[config.mk]
export PLATFORM = sky130hd
export DESIGN_NAME = regfile_wb_arbiter
export DESIGN_NICKNAME = d
export VERILOG_FILES = /design/src/rtl/regfile_wb_arbiter.sv
export SDC_FILE = /design/constraint.sdc
export NUM_CORES = 1
export LEC_CHECK = 0
export ABC_AREA = 1
export BUFFER_PORTS_ARGS = -buffer_cell sky130_fd_sc_hd__buf_4
export CAP_MARGIN = 5
export CELL_PAD_IN_SITES_DETAIL_PLACEMENT = 1
export CELL_PAD_IN_SITES_GLOBAL_PLACEMENT = 2
export CORE_UTILIZATION = 27
export CTS_BUF_LIST = sky130_fd_sc_hd__clkbuf_4 sky130_fd_sc_hd__clkbuf_8
export DETAILED_ROUTE_END_ITERATION = 8
export GPL_ROUTABILITY_DRIVEN = 0
export GPL_TIMING_DRIVEN = 0
export HOLD_SLACK_MARGIN = 0.12
export PLACE_DENSITY = 0.78
export SYNTH_ARGS = -nofsm -noshare
export SYNTH_HDL_FRONTEND = slang
export SYNTH_SLANG_ARGS = --single-unit
[constraint.sdc]
create_clock -name clk -period 3.8 [get_ports clk]
set_input_delay 0 -clock clk [delete_from_list [all_inputs] [get_ports clk]]
set_output_delay 0 -clock clk [all_outputs]
set_load 0.05 [all_outputs]
[src/rtl/regfile_wb_arbiter.sv]
// Write-back arbiter and load scoreboard.
// Merges ALU and LSU write-back requests onto the register file, PC and CPSR
// write ports through a one-cycle registered output stage. It tracks
// destinations of outstanding loads and flags read-after-write hazards to issue.
module regfile_wb_arbiter #(
   parameter int unsigned WORD_SIZE  = 32,
   parameter int unsigned NUM_REGS   = 16,
   parameter int unsigned ADDR_WIDTH = 4
) (
   input  logic                  clk,
   input  logic                  reset,
   // ALU write-back request
   input  logic                  alu_valid,
   output logic                  alu_ready,
   input  logic [ADDR_WIDTH-1:0] alu_rd,
   input  logic [WORD_SIZE-1:0]  alu_data,
   input  logic                  alu_cpsr_we,
   input  logic [WORD_SIZE-1:0]  alu_cpsr,
   // LSU load write-back request
   input  logic                  lsu_valid,
   output logic                  lsu_ready,
   input  logic [ADDR_WIDTH-1:0] lsu_rd,
   input  logic [WORD_SIZE-1:0]  lsu_data,
   // Issue stage: load issue and hazard check
   input  logic                  issue_load,
   input  logic [ADDR_WIDTH-1:0] issue_rd,
   input  logic [ADDR_WIDTH-1:0] chk_rn,
   input  logic [ADDR_WIDTH-1:0] chk_rm,
   input  logic [ADDR_WIDTH-1:0] chk_rs,
   input  logic                  chk_rn_en,
   input  logic                  chk_rm_en,
   input  logic                  chk_rs_en,
   output logic                  hazard,
   // Register file write ports
   output logic                  rd_we,
   output logic [ADDR_WIDTH-1:0] write_rd,
   output logic [WORD_SIZE-1:0]  rd_in,
   output logic                  pc_we,
   output logic [WORD_SIZE-1:0]  pc_in,
   output logic                  cpsr_we,
   output logic [WORD_SIZE-1:0]  cpsr_in
);

   localparam logic [ADDR_WIDTH-1:0] PcIdx = ADDR_WIDTH'(NUM_REGS - 1);

   logic [NUM_REGS-1:0]   busy_q, busy_d;
   logic                  prio_q, prio_d;     // 0: ALU wins a tie, 1: LSU wins a tie
   logic                  rd_we_q, rd_we_d;
   logic [ADDR_WIDTH-1:0] write_rd_q, write_rd_d;
   logic [WORD_SIZE-1:0]  rd_in_q, rd_in_d;
   logic                  pc_we_q, pc_we_d;
   logic [WORD_SIZE-1:0]  pc_in_q, pc_in_d;
   logic                  cpsr_we_q, cpsr_we_d;
   logic [WORD_SIZE-1:0]  cpsr_in_q, cpsr_in_d;

   logic                  alu_elig, lsu_elig;
   logic                  grant_alu, grant_lsu;
   logic [ADDR_WIDTH-1:0] sel_rd;
   logic [WORD_SIZE-1:0]  sel_data;

   // Source is unsafe to read while its load is pending or its write has not yet committed.
   function automatic logic src_hit(input logic [ADDR_WIDTH-1:0] r);
      return busy_q[r] || (rd_we_q && (write_rd_q == r)) || (pc_we_q && (r == PcIdx));
   endfunction

   // Eligibility, round-robin grant on contention, and priority update.
   always_comb begin
      // An ALU write to a register with a pending load waits so the load cannot overwrite it.
      alu_elig  = alu_valid && !busy_q[alu_rd];
      lsu_elig  = lsu_valid;
      grant_alu = !reset && alu_elig && (!lsu_elig || !prio_q);
      grant_lsu = !reset && lsu_elig && (!alu_elig || prio_q);
      prio_d    = (alu_elig && lsu_elig) ? ~prio_q : prio_q;
   end

   assign alu_ready = grant_alu;
   assign lsu_ready = grant_lsu;

   // Next state of the output stage and the load scoreboard.
   always_comb begin
      sel_rd     = grant_alu ? alu_rd : lsu_rd;
      sel_data   = grant_alu ? alu_data : lsu_data;
      rd_we_d    = 1'b0;
      pc_we_d    = 1'b0;
      cpsr_we_d  = 1'b0;
      write_rd_d = write_rd_q;
      rd_in_d    = rd_in_q;
      pc_in_d    = pc_in_q;
      cpsr_in_d  = cpsr_in_q;
      if (grant_alu || grant_lsu) begin
         if (sel_rd == PcIdx) begin
            pc_we_d = 1'b1;
            pc_in_d = sel_data;
         end else begin
            rd_we_d    = 1'b1;
            write_rd_d = sel_rd;
            rd_in_d    = sel_data;
         end
      end
      if (grant_alu && alu_cpsr_we) begin
         cpsr_we_d = 1'b1;
         cpsr_in_d = alu_cpsr;
      end
      busy_d = busy_q;
      if (grant_lsu) busy_d[lsu_rd] = 1'b0;
      // Set is applied last so a new load to the same register wins over the clear.
      if (issue_load) busy_d[issue_rd] = 1'b1;
   end

   // Hazard: any enabled source register is pending or in its commit window.
   always_comb begin
      hazard = (chk_rn_en && src_hit(chk_rn)) ||
               (chk_rm_en && src_hit(chk_rm)) ||
               (chk_rs_en && src_hit(chk_rs));
   end

   // State registers with asynchronous active-high reset.
   always_ff @(posedge clk or posedge reset) begin
      if (reset) begin
         busy_q     <= '0;
         prio_q     <= 1'b0;
         rd_we_q    <= 1'b0;
         write_rd_q <= '0;
         rd_in_q    <= '0;
         pc_we_q    <= 1'b0;
         pc_in_q    <= '0;
         cpsr_we_q  <= 1'b0;
         cpsr_in_q  <= '0;
      end else begin
         busy_q     <= busy_d;
         prio_q     <= prio_d;
         rd_we_q    <= rd_we_d;
         write_rd_q <= write_rd_d;
         rd_in_q    <= rd_in_d;
         pc_we_q    <= pc_we_d;
         pc_in_q    <= pc_in_d;
         cpsr_we_q  <= cpsr_we_d;
         cpsr_in_q  <= cpsr_in_d;
      end
   end

   assign rd_we    = rd_we_q;
   assign write_rd = write_rd_q;
   assign rd_in    = rd_in_q;
   assign pc_we    = pc_we_q;
   assign pc_in    = pc_in_q;
   assign cpsr_we  = cpsr_we_q;
   assign cpsr_in  = cpsr_in_q;

endmodule

**Word-level counts from Yosys, hierarchy flattened**

Index checks and enable logic that the tools add are counted.

- Input bits: 129
- Bits in read-only memories: 0
- RAM bits: 0
- Memories: 0
- Latch bits: 0
- Register bits: 120

- Order comparisons: 8
- Div/mod/pow operators: 0
- Reduce and logical (&&, ||, !) cells: 36
- Multiply operators: 0
- Shift operators: 0
- Equal/unequal tests: 7
- $add $sub $neg: 0
- Bitwise logic cells: 5
- Muxes and demuxes: 21

Operators by type and width:

| cell | count |
|---|---|
| 2-to-1 mux 16 bit | 2 |
| 2-to-1 mux 32 bit | 1 |
| < comparator 4 x 5 -> 1 bit, second input constant | 6 |
| logical AND 1 bit | 18 |
| AND 16 bit | 1 |
| binary-select mux 1 bit (select 4 bit) | 4 |
| == test 4 bit, second input constant | 4 |
| inverter 16 bit | 1 |
| OR 16 bit | 1 |
| == test 4 bit | 3 |
| logical OR 1 bit | 11 |
| 2-to-1 mux 1 bit | 11 |
| demux 1 bit (select 4 bit) | 2 |
| >= comparator 4 x 1 -> 1 bit, second input constant | 2 |
| logical NOT 1 bit | 5 |
| 2-to-1 mux 4 bit | 1 |
| AND reduction 2 bit | 2 |
| inverter 1 bit | 2 |

**Longest topological paths before layout**

- Depth in word-level cells: 10
- Gate-level depth with buffers: 16
- Depth with buffers taken out: 14

**Worst setup path after synthesis**

No wires, ideal clock.

- Path type: input to register
- Start: input port reset
- End: register pc_in_q[10] (netlist: pc_in[10])
- Arrival: 3,508 ps
- Path slack: 174 ps
- Buffers on the path: 1
- Library setup time: 118 ps
- Stages: 7
- Cells stage by stage: inv_1 -> nand3_4 -> nand2_4 -> nand3_2 -> buf_2 -> nand2_1 -> nand2_1

- Word-level cells in the longest chain between the ends: 6
- Elaborated cells on any way between the ends: 10
- Classes of those cells: 1 x eq/ne; 2 x mux; 7 x reduce/logical

Ends and longest elaborated chain:

| element | RTL line | text |
|---|---|---|
| start: declaration | 11 | `input logic reset,` |
| logical NOT 1 bit (no source line) * | n/a |  |
| logical AND 1 bit (2 in series) | 71 | `grant_alu = !reset && alu_elig && (!lsu_elig \|\| !prio_q);` |
| 2-to-1 mux 4 bit | 81 | `sel_rd = grant_alu ? alu_rd : lsu_rd;` |
| == test 4 bit | 91 | `if (sel_rd == PcIdx) begin` |
| AND reduction 2 bit (no source line) | n/a |  |
| end signal: assignment | 136 | `pc_in_q <= pc_in_d;` |
| end: declaration | 52 | `logic [WORD_SIZE-1:0] pc_in_q, pc_in_d;` |

Every way passes the cells marked *; elsewhere a longest branch is shown, timed or not.
A chain may end at the register's enable or synchronous reset.

**Worst setup path after layout**

- Start: register busy_q[0]
- End: register cpsr_in_q[29] (netlist: cpsr_in[29])

- Word-level cells in the longest chain between the ends: 7

Ends and longest elaborated chain:

| element | RTL line | text |
|---|---|---|
| start: declaration | 46 | `logic [NUM_REGS-1:0] busy_q, busy_d;` |
| start signal: assignment | 130 | `busy_q <= busy_d;` |
| binary-select mux 1 bit (select 4 bit) | 69 | `alu_elig = alu_valid && !busy_q[alu_rd];` |
| 2-to-1 mux 1 bit (not written as such) | 69 |  |
| logical NOT 1 bit | 69 |  |
| logical AND 1 bit | 69 |  |
| logical AND 1 bit (2 in series) | 71 |  |
| logical AND 1 bit | 100 | `if (grant_alu && alu_cpsr_we) begin` |
| end signal: assignment | 138 | `cpsr_in_q <= cpsr_in_d;` |
| end: declaration | 54 | `logic [WORD_SIZE-1:0] cpsr_in_q, cpsr_in_d;` |

No other way between the ends. The select of a mux whose other input is x is not followed.

==> run_results.csv <==
group,metric,value,unit
clock_tree,cts_resized,0,
power,p_comb_frac,0.513,
logic_synthesis,synth_top_family_by_area,"simple AND/OR/NAND/NOR gates",
floorplanning,start_util,0.276,
floorplanning,die_width,154,um
logic_synthesis,syn_inst,841,
critical_path,ff2ff_setup_slack,670,ps
critical_path,critPathLaunchType,"flop",
timing,relSlewSlack,0.580,
critical_path,critPathMaxFanout,7,
finish,area_delta_synth_final,62.2,%
clock_tree,htree_levels,4,
finish,final_nets,1355,
timing,setup_violations,0,
power,peakVddDrop,405,uV
hold_path,min_path_type,"input pin to flop",
drt,drt_wl_total,26100,um
logic_synthesis,synthAdderAreaFrac,0,
critical_path,cp-end-kind,"flop",
timing,worst_slew_pin_slew,630,ps
critical_path,r2r_end,"cpsr_in[29]",
clock_tree,cts_buffers,17,
power,p_per_area,683,nW/um2
floorplanning,dieArea,23900,um2
finish,instances_no_fill,1523,
timing,final.min_clock_period,3130,ps
clock_tree,post_cts_buffers,0,
logic_synthesis,async_flop_share,1.00,
clock_tree,cts_root_buf,"clkbuf_8",
hold_path,min-delay-start,"alu_cpsr_we",
power,p_total,0.00696,W
hold_path,holdPathEnd,"cpsr_in[28]",
critical_path,arrival,3460,ps
logic_synthesis,synthesis.nets,970,
logic_synthesis,seq_area_frac_synth,0.478,
logic_synthesis,synth_area,6280,um2
drt,first_pass_iters,5,
flow_run,maxCapViolCount,0,
finish,fin_area,10200,um2
logic_synthesis,synth-xor-area-share,0.00279,
drt,avgRoutedWirePerCell,17.1,um
clock_tree,insertion_delay,450,ps
global_routing,antenna_found_initial,0,
logic_synthesis,synthMuxAreaShare,0,
critical_path,critical_path_class,"flop to flop",
drt,ant_nets,0,
critical_path,required,4130,ps
power,clkPwrFrac,0.190,
placement,portBuffers,231,
clock_tree,cts_tree,"done",
logic_synthesis,syn_avg_cell_area,7.46,um2
power,intPower,0.00360,W
power,leakagePower,5.37,nW
drt,drtIter0Drc,264,
global_routing,grt_pass1_vias,7652,
logic_synthesis,synthSimpleGateAreaFrac,0.359,
finish,finalCoreUtilization,0.448,
placement,place_inst,1358,
logic_synthesis,ys_types,33,
power,netSwitchingFraction,0.483,
critical_path,worstReg2RegStart,"busy_q[0]",
global_routing,grt_pass1_wl,41700,um
placement,placed_area,8400,um2
floorplanning,rows,55,
logic_synthesis,ys_warn_count,0,
timing,fmax,319,MHz
placement,dp_hpwl,18800,um
timing,hold_viol_final,0,
clock_tree,cts.sinks,120,
timing,clock_skew,16.0,ps
global_routing,grt_max_degree,65,
timing,maxSlewViolCount,0,
drt,vias_per_cell,4.68,
clock_tree,clkTransAtPathRegs,80,ps
logic_synthesis,synth_edf_count,0,
finish,fillCellCount,2779,
hold_path,whs_path_depth,5,
floorplanning,core-area,22700,um2
drt,via_count,7129,
logic_synthesis,synth_compound_area_frac,0.0897,
global_routing,grtUsageTotal,0.227,
finish,drive_gt1_frac,0.253,
global_routing,grt-ovfl-total,0,
logic_synthesis,synth_ff_type,"dfrtp_1",
run_status,status,"finished, final reports clean",
floorplanning,num_io_pins,235,
clock_tree,clk_path_buf_depth,2,
critical_path,r2r.worst_path.cells,12,
floorplanning,dieHeight,154,um
power,power_switching,0.00336,W
power,power_frac_seq,0.297,
finish,diodes,0,
drt,drc,0,
timing,period_share,0.824,
logic_synthesis,yosys_register_bits,120,
timing,rsz0062_at_grt,"false",
-- kinds of logic (layout without fill, tap and decap cells) --
logic type                after synthesis  in the layout
and+or+nand+nor                       526            526
DFF                                   120            120
AOI/OAI and AO/OA                     101            101
buffers and inverters                  92            489
xor gates and xnor gates                2              2
-- metal layers --
metal  track usage  up-vias  share of wire
li1              -     3459              -
met1         0.279     3421           0.44
met2         0.379      212           0.48
met5             0        -              0
met3        0.0628       37          0.062
met4        0.0806        0          0.025
-- cell usage in the layout, fill, tap and decap left out, types with 3 or more instances in the layout --
master and instances:
nand2_2 3, clkbuf_8 18, clkinv_4 3, nand3_2 4, nor2_1 14, a21oi_1 26
clkinvlp_4 4, clkbuf_1 12, o31ai_1 3, buf_2 17, o21ai_0 53, buf_6 7
nand2_1 397, dlygate4sd3_1 134, a221oi_1 3, inv_6 3, buf_4 235, nand3_1 94
o22ai_1 4, dfrtp_1 120, inv_1 49, bufinv_16 4, o211ai_1 7, nor2_4 5
-- how the worst max path moves through the flow --
stage               from     endpoint  slack (ps)  cells after the start
2_1_floorplan      reset    pc_in[10]         170                      7
3_3_place_gp       reset     pc_in[0]       -1930                      8
3_5_place_dp   busy_q[0]    rd_in[31]        1380                     11
4_1_cts        busy_q[0]    pc_in[29]         700                     14
5_1_grt        busy_q[5]  cpsr_in[30]         470                     13
6_report       busy_q[0]  cpsr_in[29]         670                     12
-- worst max-delay path: stages (launching register included) --
cell           delay (ps)
dfrtp_1               510
or2_1                 150
nand3_1                70
nand3_1               110
nand3_1               120
nand4_4               130
clkinv_1              280
nand2_1               270
inv_1                 140
nand2_1                80
dlygate4sd3_1         550
nand2_1                60
dlygate4sd3_1         560
-- timing repair --
action | in CTS | in global routing
hold endpoints to repair | 179 | 0
setup endpoints to repair | 0 | 0
hold buffers | 134 | 0
-- sequential cells by signal, summed over array words and instances (netlist names) --
| name | flops |
|---|---|
| cpsr_in | 32 |
| pc_in | 32 |
| rd_in | 32 |
| busy_q | 16 |
| write_rd | 4 |
| cpsr_we | 1 |
| pc_we | 1 |
| prio_q | 1 |
| rd_we | 1 |
-- cell usage after synthesis (all sizes together), types with 4 or more instances --
cell	count	area share
clkbuf	12	0.0072
o21ai	54	0.044
nor2	19	0.017
o211ai	7	0.0084
a21oi	27	0.022
nand3	100	0.087
buf	28	0.031
inv	51	0.031
o22ai	4	0.0040
nand2	403	0.25
dfrtp	120	0.48
-- metrics by stage --
| step | hold WS (ps) | setup WS, ps | TNS, ps |
|---|---|---|---|
| floorplan | 98.4 | 174 | 0 |
| global placement | 194 | -1930 | -313700 |
| detailed placement | 161 | 1380 | 0 |
| CTS | 122 | 699 | 0 |
| global route | 197 | 466 | 0 |
| finish | 170 | 668 | 0 |
-- power by group through the flow --
stage	sequential, W	clock (W)	combinational [W]
6_report	0.00207	0.00132	0.00357
5_1_grt	0.00213	0.00142	0.00379
4_1_cts	0.00206	0.00136	0.00358
3_5_place_dp	0.00207	0	0.00338
3_3_place_gp	0.00207	0	0.00335
2_1_floorplan	0.00346	0	0.000759
-- final cells by class --
type / count / area, um2 / share of cell area
buffer: 40 / 239 / 0.0235
clock buffer: 18 / 248 / 0.0243
clock inverter: 13 / 194 / 0.0190
inverter: 52 / 203 / 0.0199
multi-input combinational: 629 / 2840 / 0.279
sequential: 120 / 3000 / 0.295
tap: 285 / 357 / 0.0350
timing repair buffer: 366 / 3100 / 0.305
Power figures use the tool's default switching activity.
